<file path="config.mk">
export PLATFORM = sky130hd
export DESIGN_NAME = kd_tree_node_sender
export DESIGN_NICKNAME = d
export VERILOG_FILES = /design/src/rtl/kd_tree_node_sender.sv
export SDC_FILE = /design/constraint.sdc
export NUM_CORES = 1
export LEC_CHECK = 0
export CAP_MARGIN = 40
export CELL_PAD_IN_SITES_DETAIL_PLACEMENT = 2
export CELL_PAD_IN_SITES_GLOBAL_PLACEMENT = 2
export CORE_ASPECT_RATIO = 1.5
export CORE_UTILIZATION = 40
export DETAILED_ROUTE_END_ITERATION = 8
export GPL_TIMING_DRIVEN = 0
export PLACE_DENSITY_LB_ADDON = 0.12
export SYNTH_ARGS = -nofsm -noshare
export SYNTH_HDL_FRONTEND = slang
export SYNTH_SLANG_ARGS = --single-unit
</file>
<file path="constraint.sdc">
create_clock -name clk -period 7.1 [get_ports clk]
set_input_delay 1.775 -clock clk [delete_from_list [all_inputs] [get_ports clk]]
set_output_delay 1.775 -clock clk [all_outputs]
set_load 0.01 [all_outputs]
</file>
<file path="src/rtl/kd_tree_node_sender.sv">
// kd_tree_node_sender: transmit side of the KD-tree internal-node write port.
// Packs IN_WIDTH-bit load-bus beats into INTERNAL_WIDTH-bit node words,
// buffers them in a 2-entry FIFO and strobes exactly NUM_NODES words per load
// in node-address order.
// Optional feature macro: NODE_SENDER_CHECKSUM_EN adds a running XOR checksum
// output of every word strobed during the current load.
module kd_tree_node_sender #(
  parameter int IN_WIDTH       = 11,
  parameter int INTERNAL_WIDTH = 22,
  parameter int NUM_NODES      = 63,
  parameter int CNT_WIDTH      = 6
) (
  input  logic                      clk,
  input  logic                      rst_n,
  input  logic                      start,
  input  logic                      fsm_enable,
  input  logic                      in_valid,
  input  logic [IN_WIDTH-1:0]       in_data,
  output logic                      in_ready,
  output logic                      sender_enable,
  output logic [INTERNAL_WIDTH-1:0] sender_data,
  output logic [CNT_WIDTH-1:0]      node_count,
  output logic                      busy,
  output logic                      done
`ifdef NODE_SENDER_CHECKSUM_EN
  ,
  output logic [INTERNAL_WIDTH-1:0] checksum
`endif
);

  localparam int BEATS  = INTERNAL_WIDTH / IN_WIDTH;
  localparam int BIDX_W = (BEATS > 1) ? $clog2(BEATS) : 1;
  localparam logic [BIDX_W-1:0]    LAST_BEAT   = BIDX_W'(BEATS - 1);
  localparam logic [BIDX_W-1:0]    BIDX_INC    = BIDX_W'(1);
  localparam logic [CNT_WIDTH:0]   ACC_LIMIT   = (CNT_WIDTH + 1)'(NUM_NODES);
  localparam logic [CNT_WIDTH:0]   ACC_INC     = (CNT_WIDTH + 1)'(1);
  localparam logic [CNT_WIDTH-1:0] LAST_NODE   = CNT_WIDTH'(NUM_NODES - 1);
  localparam logic [CNT_WIDTH-1:0] CNT_INC     = CNT_WIDTH'(1);

  // A node word must be an exact whole number of beats.
  if ((INTERNAL_WIDTH % IN_WIDTH) != 0) begin : g_bad_width
    $error("kd_tree_node_sender: INTERNAL_WIDTH must be a multiple of IN_WIDTH");
  end

  typedef enum logic [1:0] {
    ST_IDLE = 2'd0,
    ST_LOAD = 2'd1,
    ST_DONE = 2'd2
  } state_t;

  state_t                    state_r;
  logic [BIDX_W-1:0]         beat_idx_r;
  logic [INTERNAL_WIDTH-1:0] pack_r;
  logic [INTERNAL_WIDTH-1:0] fifo_mem_r [0:1];
  logic                      wr_ptr_r;
  logic                      rd_ptr_r;
  logic [1:0]                fifo_cnt_r;
  logic [CNT_WIDTH:0]        accepted_r;
  logic [CNT_WIDTH-1:0]      node_count_r;
  logic                      sender_enable_r;
  logic [INTERNAL_WIDTH-1:0] sender_data_r;
`ifdef NODE_SENDER_CHECKSUM_EN
  logic [INTERNAL_WIDTH-1:0] checksum_r;

  function automatic logic [INTERNAL_WIDTH-1:0] fold_checksum(
    input logic [INTERNAL_WIDTH-1:0] acc,
    input logic [INTERNAL_WIDTH-1:0] word
  );
    return acc ^ word;
  endfunction
`endif

  logic                      in_ready_s;
  logic                      beat_fire_s;
  logic                      push_s;
  logic                      pop_s;
  logic                      start_load_s;
  logic [INTERNAL_WIDTH-1:0] word_s;
  logic [INTERNAL_WIDTH-1:0] head_s;

  // Handshake decode, beat insertion into the pack word, and FIFO head select.
  always_comb begin
    start_load_s = start && (state_r != ST_LOAD);
    in_ready_s   = (state_r == ST_LOAD) && (fifo_cnt_r != 2'd2) && (accepted_r < ACC_LIMIT);
    beat_fire_s  = in_valid && in_ready_s;
    push_s       = beat_fire_s && (beat_idx_r == LAST_BEAT);
    pop_s        = (state_r == ST_LOAD) && fsm_enable && (fifo_cnt_r != 2'd0);
    word_s       = pack_r;
    word_s[int'(beat_idx_r) * IN_WIDTH +: IN_WIDTH] = in_data;
    head_s       = fifo_mem_r[rd_ptr_r];
  end

  // Load FSM together with the packer, FIFO, counters and registered strobe.
  always_ff @(posedge clk) begin
    if (!rst_n) begin
      state_r         <= ST_IDLE;
      beat_idx_r      <= '0;
      pack_r          <= '0;
      fifo_mem_r[0]   <= '0;
      fifo_mem_r[1]   <= '0;
      wr_ptr_r        <= 1'b0;
      rd_ptr_r        <= 1'b0;
      fifo_cnt_r      <= 2'd0;
      accepted_r      <= '0;
      node_count_r    <= '0;
      sender_enable_r <= 1'b0;
      sender_data_r   <= '0;
`ifdef NODE_SENDER_CHECKSUM_EN
      checksum_r      <= '0;
`endif
    end else if (start_load_s) begin
      // New load: both ends restart at node address 0.
      state_r         <= ST_LOAD;
      beat_idx_r      <= '0;
      pack_r          <= '0;
      wr_ptr_r        <= 1'b0;
      rd_ptr_r        <= 1'b0;
      fifo_cnt_r      <= 2'd0;
      accepted_r      <= '0;
      node_count_r    <= '0;
      sender_enable_r <= 1'b0;
`ifdef NODE_SENDER_CHECKSUM_EN
      checksum_r      <= '0;
`endif
    end else begin
      case (state_r)
        ST_IDLE: state_r <= ST_IDLE;
        ST_LOAD: begin
          if (pop_s && (node_count_r == LAST_NODE)) begin
            state_r <= ST_DONE;
          end else begin
            state_r <= ST_LOAD;
          end
        end
        ST_DONE: state_r <= ST_DONE;
        default: state_r <= ST_IDLE;
      endcase

      if (beat_fire_s) begin
        pack_r <= word_s;
        if (push_s) begin
          beat_idx_r             <= '0;
          accepted_r             <= accepted_r + ACC_INC;
          fifo_mem_r[wr_ptr_r]   <= word_s;
          wr_ptr_r               <= ~wr_ptr_r;
        end else begin
          beat_idx_r <= beat_idx_r + BIDX_INC;
        end
      end

      case ({push_s, pop_s})
        2'b10:   fifo_cnt_r <= fifo_cnt_r + 2'd1;
        2'b01:   fifo_cnt_r <= fifo_cnt_r - 2'd1;
        default: fifo_cnt_r <= fifo_cnt_r;
      endcase

      if (pop_s) begin
        rd_ptr_r        <= ~rd_ptr_r;
        sender_enable_r <= 1'b1;
        sender_data_r   <= head_s;
        node_count_r    <= node_count_r + CNT_INC;
`ifdef NODE_SENDER_CHECKSUM_EN
        checksum_r      <= fold_checksum(checksum_r, head_s);
`endif
      end else begin
        sender_enable_r <= 1'b0;
      end
    end
  end

  assign in_ready      = in_ready_s;
  assign sender_enable = sender_enable_r;
  assign sender_data   = sender_data_r;
  assign node_count    = node_count_r;
  assign busy          = (state_r == ST_LOAD);
  assign done          = (state_r == ST_DONE);
`ifdef NODE_SENDER_CHECKSUM_EN
  assign checksum      = checksum_r;
`endif

endmodule
</file>
==> out/metrics.yaml, run 1 <==
detailed_routing:
  drt_iter0_markers: 121
  vias: 3465
  drtPass1Iterations: 4
  drc_errors: 0
  avgViaCountPerCell: 5.372
  wl_per_cell_um: 20.20
  ant_nets: 0
  wirelength_um: 13030
worst_hold_path:
  hold_path_class: "flip-flop to flip-flop"
  min_to: "pack_r[10]$_SDFFE_PP0N_"
  worstHoldStart: "pack_r[10]$_SDFFE_PP0N_"
  whs_path_depth: 2
sta:
  max_freq_mhz: 236.8
  rsz0062_at_grt: "no"
  hold_viol: 0
  finalSetupViolations: 0
  tightest_slew_ns: 0.7783
  hold_slack_ns: 0.4680
  finalCriticalPeriod_ns: 4.223
  fin_skew_ns: 0.009761
  final_max_slew_viol_count: 0
  relSlewSlack_pct: 47.89
  period_share_pct: 59.47
  fin_setup_tns_ns: 0
setup_path:
  reg2reg_to: "fifo_mem_r[0][9]$_SDFFCE_PN0P_"
  worstPathRequired_ns: 5.33
  reg2regPathDepth: 7
  crit_type: "flip-flop to output port"
  cp-end-kind: "output port"
  cp.arrival_ns: 2.45
  r2r-start: "state_r[1]$_SDFF_PP0_"
  crit_path_start_kind: "flip-flop"
  rrSetupSlack_ns: 4.34
  path_max_fanout: 10
yosys:
  syn-num-nets: 452
  synth_compound_area_share_pct: 9.084
  synth_edf_count: 44
  ys_ff_latch: 109
  synth_top_family_by_area: "simple AND/OR/NAND/NOR gates"
  ys.flop_type: "dfxtp_1"
  synthArstFlopShare_pct: 0
  synth.mux.area_fraction_pct: 12.15
  yosysSeqAreaShare_pct: 55.83
  yosys.cell_types.count: 43
  syn-cell-area_mm2: 0.004697
  syn-mean-instance-area_um2: 10.92
  synthCells: 430
  synthXorXnorAreaFrac_pct: 1.492
  yosysWarnings: 0
  synth_fa_ha_area_share_pct: 1.598
  synthSimpleGateAreaFrac_pct: 15.53
global_routing:
  grt_pass1_wl_um: 21070
  grt_pass1_vias: 3838
  grt_overflow_total: 0
  grtUsageTotal_pct: 22.84
  grt_max_degree: 21
  grt_antenna_before_repair: 0
cts:
  clk_pin_slew_ns: 0.08
  clock_latency_ns: 0.35
  cts-buffers-inserted: 9
  clockBufferDepth: 2
  post-cts-setup-buffers: 0
  cts_resized: 0
  cts-root-buf: "clkbuf_16"
  cts_tree: "yes"
  htree_levels: 3
  cts.hold.buffers_added: 0
  clock_sinks: 109
floorplan:
  initial_utilization_pct: 40.95
  die-area_mm2: 0.01219
  die_y_um: 134.7
  die_x_um: 90.48
  num_rows: 48
  core_area_mm2: 0.01147
  io_pins: 48
layout:
  drive_gt1_share_pct: 8.485
  diodes: 0
  areaGrowthSynthToFinish_pct: 21.02
  stdcell_area_mm2: 0.005684
  finalNetCount: 512
run_status:
  status: "finished clean"
flow_run:
  maxCapViolations: 0
placed_design:
  gp_congestion: 0.7730
  dpl.hpwl_um: 9659
  dpl-instance-area_mm2: 0.005385
  numPortBuffers: 47
power_and_ir_drop:
  sw_frac_of_total_pct: 24.16
  combPwrFrac_pct: 5.2
  ir_drop_v: 0.0001097
  pwr-share-clk_pct: 41.3
  p_int_uw: 941.0
  p_per_area_mw_per_mm2: 218.3
  p_seq_share_pct: 53.5
  p_leak_nw: 1.917
  switchingPower_uw: 299.7
-- critical path, cell delays in order, from the launching register on --
cell,delay (ns)
dfxtp_1,0.34
and2_0,0.25
and3_1,0.21
buf_2,0.19
buf_2,0.23
nor4b_1,0.29
clkdlybuf4s50_1,0.58
-- cells in the final DEF (no fill, tap or decap), types with 14 or more instances in the layout --
| cell | Yosys | layout |
|---|---|---|
| nor2_1 | 76 | 76 |
| dfxtp_1 | 65 | 65 |
| mux2i_1 | 57 | 57 |
| clkdlybuf4s50_1 | 0 | 47 |
| edfxtp_1 | 44 | 44 |
| nand2_1 | 29 | 29 |
| a211oi_1 | 25 | 25 |
| a21oi_1 | 18 | 18 |
| clkbuf_1 | 15 | 15 |
| nand3_1 | 14 | 14 |
| o31ai_1 | 14 | 14 |
-- registers in the layout, indices dropped and copies added, names as in the netlist --
register,count
sender_data,22
state_r,2
wr_ptr_r,1
fifo_mem_r,44
pack_r,22
beat_idx_r,1
accepted_r,7
node_count,6
rd_ptr_r,1
fifo_cnt_r,2
sender_enable,1
-- per-layer routing --
layer / global-route usage [%] / part of all wire (%) / vias to the layer above
li1: - / - / 1654
met1: 26.45 / 42 / 1737
met2: 41.84 / 54 / 61
met3: 3.829 / 2.1 / 13
met4: 8.602 / 2.2 / 0
met5: 0 / 0 / -
-- worst max path at each step --
stage | cells after the start | slack (ns) | from | end
after floorplan | 5 | 3.55 | in_valid | fifo_mem_r[0][0]$_SDFFCE_PN0P_
after global placement | 6 | 2.50 | in_valid | fifo_mem_r[0][6]$_SDFFCE_PN0P_
after detailed placement | 7 | 2.66 | in_valid | fifo_mem_r[0][7]$_SDFFCE_PN0P_
after CTS | 6 | 2.87 | accepted_r[0]$_SDFFE_PP0P_ | in_ready
after global routing | 6 | 2.76 | accepted_r[0]$_SDFFE_PP0P_ | in_ready
final | 6 | 2.88 | accepted_r[0]$_SDFFE_PP0P_ | in_ready
-- Yosys cell counts (all sizes together), types with 2 or more instances --
master	instances	area [um2]
nand4b	2	32.53
or3	2	12.51
dfxtp	65	1301
nand4	5	46.29
o21ai	2	10.01
nand2	30	120.1
and2	3	18.77
o31ai	14	105.1
inv	7	26.28
xnor2	3	26.28
clkbuf	15	56.30
a211oi	25	187.7
buf	17	120.1
xor2	5	43.79
nor2	76	285.3
mux2i	57	570.6
nand2b	3	18.77
nand3	15	80.08
and3	3	18.77
edfxtp	44	1321
ha	6	75.07
nor4b	2	32.53
a21oi	18	90.09
-- power groups by stage --
stage	clock, mW	combinational [mW]	sequential, mW
after floorplan	0	0.0331	0.676
after global placement	0	0.0608	0.677
after detailed placement	0	0.0647	0.678
after CTS	0.524	0.0654	0.663
after global routing	0.546	0.0691	0.664
final	0.513	0.0645	0.663
-- cell type report --
type	instances	area (um2)
Timing Repair Buffer	49	500.5
Multi-Input combinational cell	282	1872
Clock inverter	6	60.06
Tap cell	150	187.7
Inverter	7	26.28
Fill cell	1190	5787
Sequential cell	109	2623
Clock buffer	10	239.0
Buffer	32	176.4
-- per-stage QoR --
step | util [%] | std cells | setup WS, ns | power (mW)
3_3_place_gp | 46.68 | 627 | 2.496 | 0.7373
4_1_cts | 49.55 | 645 | 2.868 | 1.253
2_1_floorplan | - | 430 | 3.545 | 0.7091
6_report | 49.55 | 645 | 2.877 | 1.241
3_5_place_dp | 46.95 | 629 | 2.658 | 0.7427
5_1_grt | 49.55 | 645 | 2.755 | 1.279
-- logic make-up after synthesis --
logic type	count (synthesis)
compound gates	63
mux	57
simple gates	148
flops	109
fa+ha+maj	6
buf+inv	39
xor+xnor	8
Power figures use the tool's default switching activity.
==> run 2: changes to the inputs <==
--- a/config.mk
+++ b/config.mk
@@ -9,7 +9,7 @@
 export CELL_PAD_IN_SITES_DETAIL_PLACEMENT = 2
 export CELL_PAD_IN_SITES_GLOBAL_PLACEMENT = 2
 export CORE_ASPECT_RATIO = 1.5
-export CORE_UTILIZATION = 40
+export CORE_UTILIZATION = 37
 export DETAILED_ROUTE_END_ITERATION = 8
 export GPL_TIMING_DRIVEN = 0
 export PLACE_DENSITY_LB_ADDON = 0.12
==> constraint.sdc (replaced) <==
create_clock -name clk -period 4.05 [get_ports clk]
set_input_delay 1.0125 -clock clk [delete_from_list [all_inputs] [get_ports clk]]
set_output_delay 1.0125 -clock clk [all_outputs]
set_load 0.01 [all_outputs]
==> run 2 against run 1 <==
Compared with the run above: final cell count grew 0.93%; first-iteration DRC count shrank 44%; utilization shrank 3.3 points; critical path type unchanged; critical path depth is the same; final area grew 1.4%; largest cell class unchanged; power grew 86%; worst hold slack gained 0.00066 ns; clock-buffer cell count shrank 1; sequential power grew 75%; sequential cell count is the same.
==> out/metrics.yaml, run 2 (synthesis results as in run 1) <==
setup_path:
  critical-path-top-delay-family: "buffers and inverters"
  crit_chain: "and2_0 -> and3_1 -> buf_2 -> buf_2 -> nor4b_1 -> clkdlybuf4s50_1"
  critPathMostFrequentCell: "buf_2"
  path_buf_inv: 3
  crit_path_start_kind: "flip-flop"
  cp.arrival_ns: 2.45
  cpPeakStageDelay_ns: 0.59
  slowest_stage: "clkdlybuf4s50_1"
  crit_type: "flip-flop to output port"
  path_max_fanout: 10
  rrSetupSlack_ns: 1.30
  worstPathRequired_ns: 3.04
  cp-end-kind: "output port"
cts:
  clock_latency_ns: 0.34
  clock_sinks: 109
  cts.hold.buffers_added: 0
  clk_pin_slew_ns: 0.07
  cts-buffers-inserted: 9
  htree_levels: 3
  clockBufferDepth: 2
  post-cts-setup-buffers: 0
  cts-root-buf: "clkbuf_16"
  cts_tree: "yes"
  cts_resized: 0
run_status:
  status: "finished clean"
global_routing:
  grt_pass1_vias: 3770
  grt_max_degree: 19
  grt_overflow_total: 0
  grtUsageTotal_pct: 20.81
  grt_antenna_before_repair: 0
  grt_pass1_wl_um: 20580
detailed_routing:
  avgViaCountPerCell: 5.284
  ant_nets: 0
  drc_errors: 0
  wirelength_um: 12670
  vias: 3440
  drtPass1Iterations: 4
  drt_iter0_markers: 68
  wl_per_cell_um: 19.45
placed_design:
  gp_congestion: 0.7139
  dpl.hpwl_um: 9374
  numPortBuffers: 47
  dp_slack_ns: 0.4766
sta:
  finalCriticalPeriod_ns: 3.465
  fin_skew_ns: 0.005885
  relSlewSlack_pct: 46.60
  fin_setup_tns_ns: 0
  hold_viol: 0
  tightest_slew_ns: 0.8010
  max_freq_mhz: 288.6
  finalSetupViolations: 0
  worst_slack_ns: 0.5846
  final_max_slew_viol_count: 0
  rsz0062_at_grt: "no"
  period_share_pct: 85.57
power_and_ir_drop:
  p_leak_nw: 1.948
  p_per_area_mw_per_mm2: 400.1
  ir_drop_v: 0.0001628
floorplan:
  io_pins: 48
  core_area_mm2: 0.01245
  die_y_um: 140.0
  die_x_um: 94.00
  num_rows: 50
  initial_utilization_pct: 37.73
  die-area_mm2: 0.01316
layout:
  largest_reg_flops: 44
  areaGrowthSynthToFinish_pct: 22.72
  utilization_pct: 46.30
  final_common_cell: "nor2_1"
  final_cell_mix: "nor2_1 (76), dfxtp_1 (65), mux2i_1 (57)"
  drive_gt1_share_pct: 8.485
  largest_register: "fifo_mem_r"
  finalNetCount: 512
  diodes: 0
worst_hold_path:
  hold_path_class: "flip-flop to flip-flop"
flow_run:
  maxCapViolations: 0
[run 2: final cells by class]
| type | instances | area [um2] |
|---|---|---|
| Fill cell | 1283 | 6685 |
| Sequential cell | 109 | 2623 |
| Timing Repair Buffer | 49 | 525.5 |
| Multi-Input combinational cell | 282 | 1872 |
| Clock buffer | 9 | 225.2 |
| Clock inverter | 7 | 121.4 |
| Buffer | 32 | 176.4 |
| Tap cell | 156 | 195.2 |
| Inverter | 7 | 26.28 |
[run 2: worst paths after layout]
check                                                start                          to  depth (start not counted)
worst max-delay path            accepted_r[1]$_SDFFE_PP0P_                    in_ready                          6
worst min-delay path                pack_r[2]$_SDFFE_PP0N_      pack_r[2]$_SDFFE_PP0N_                          2
worst max register to register       state_r[1]$_SDFF_PP0_  fifo_cnt_r[1]$_SDFFE_PP0P_                          8
worst min register to register      pack_r[2]$_SDFFE_PP0N_      pack_r[2]$_SDFFE_PP0N_                          2
[run 2: per-layer routing]
layer,up-vias,track usage [%],wire (um)
li1,1654,-,-
met1,1726,24.03,5080
met2,50,39.03,7201
met3,10,2.769,224
met4,0,6.073,158
met5,-,0,0
[run 2: per-stage QoR]
| step | cell area, um2 | hold slack, ns | std cells | total power, mW |
|---|---|---|---|---|
| 6_report | 5764 | 0.4687 | 651 | 2.306 |
| 5_1_grt | 5764 | 0.4893 | 651 | 2.381 |
| 4_1_cts | 5764 | 0.4735 | 651 | 2.323 |
| 3_5_place_dp | 5418 | 0.4623 | 635 | 1.305 |
| 3_3_place_gp | 5363 | 0.4435 | 633 | 1.294 |
| 2_1_floorplan | 4697 | 0.4377 | 430 | 1.243 |
[run 2: worst reg2reg max path: cells and delay by family (launching register included)]
family	cells	cell delay, ns
buffers and inverters	3	0.90
adders and majority gates	2	0.70
AOI/OAI and AO/OA	2	0.40
and+or+nand+nor	1	0.35
DFF	1	0.32
[run 2: power by group]
| part | switching (mW) | total (mW) | internal, mW |
|---|---|---|---|
| Sequential | 0.00653 | 1.16 | 1.16 |
| Clock | 0.419 | 1.03 | 0.610 |
| Combinational | 0.0730 | 0.116 | 0.0429 |
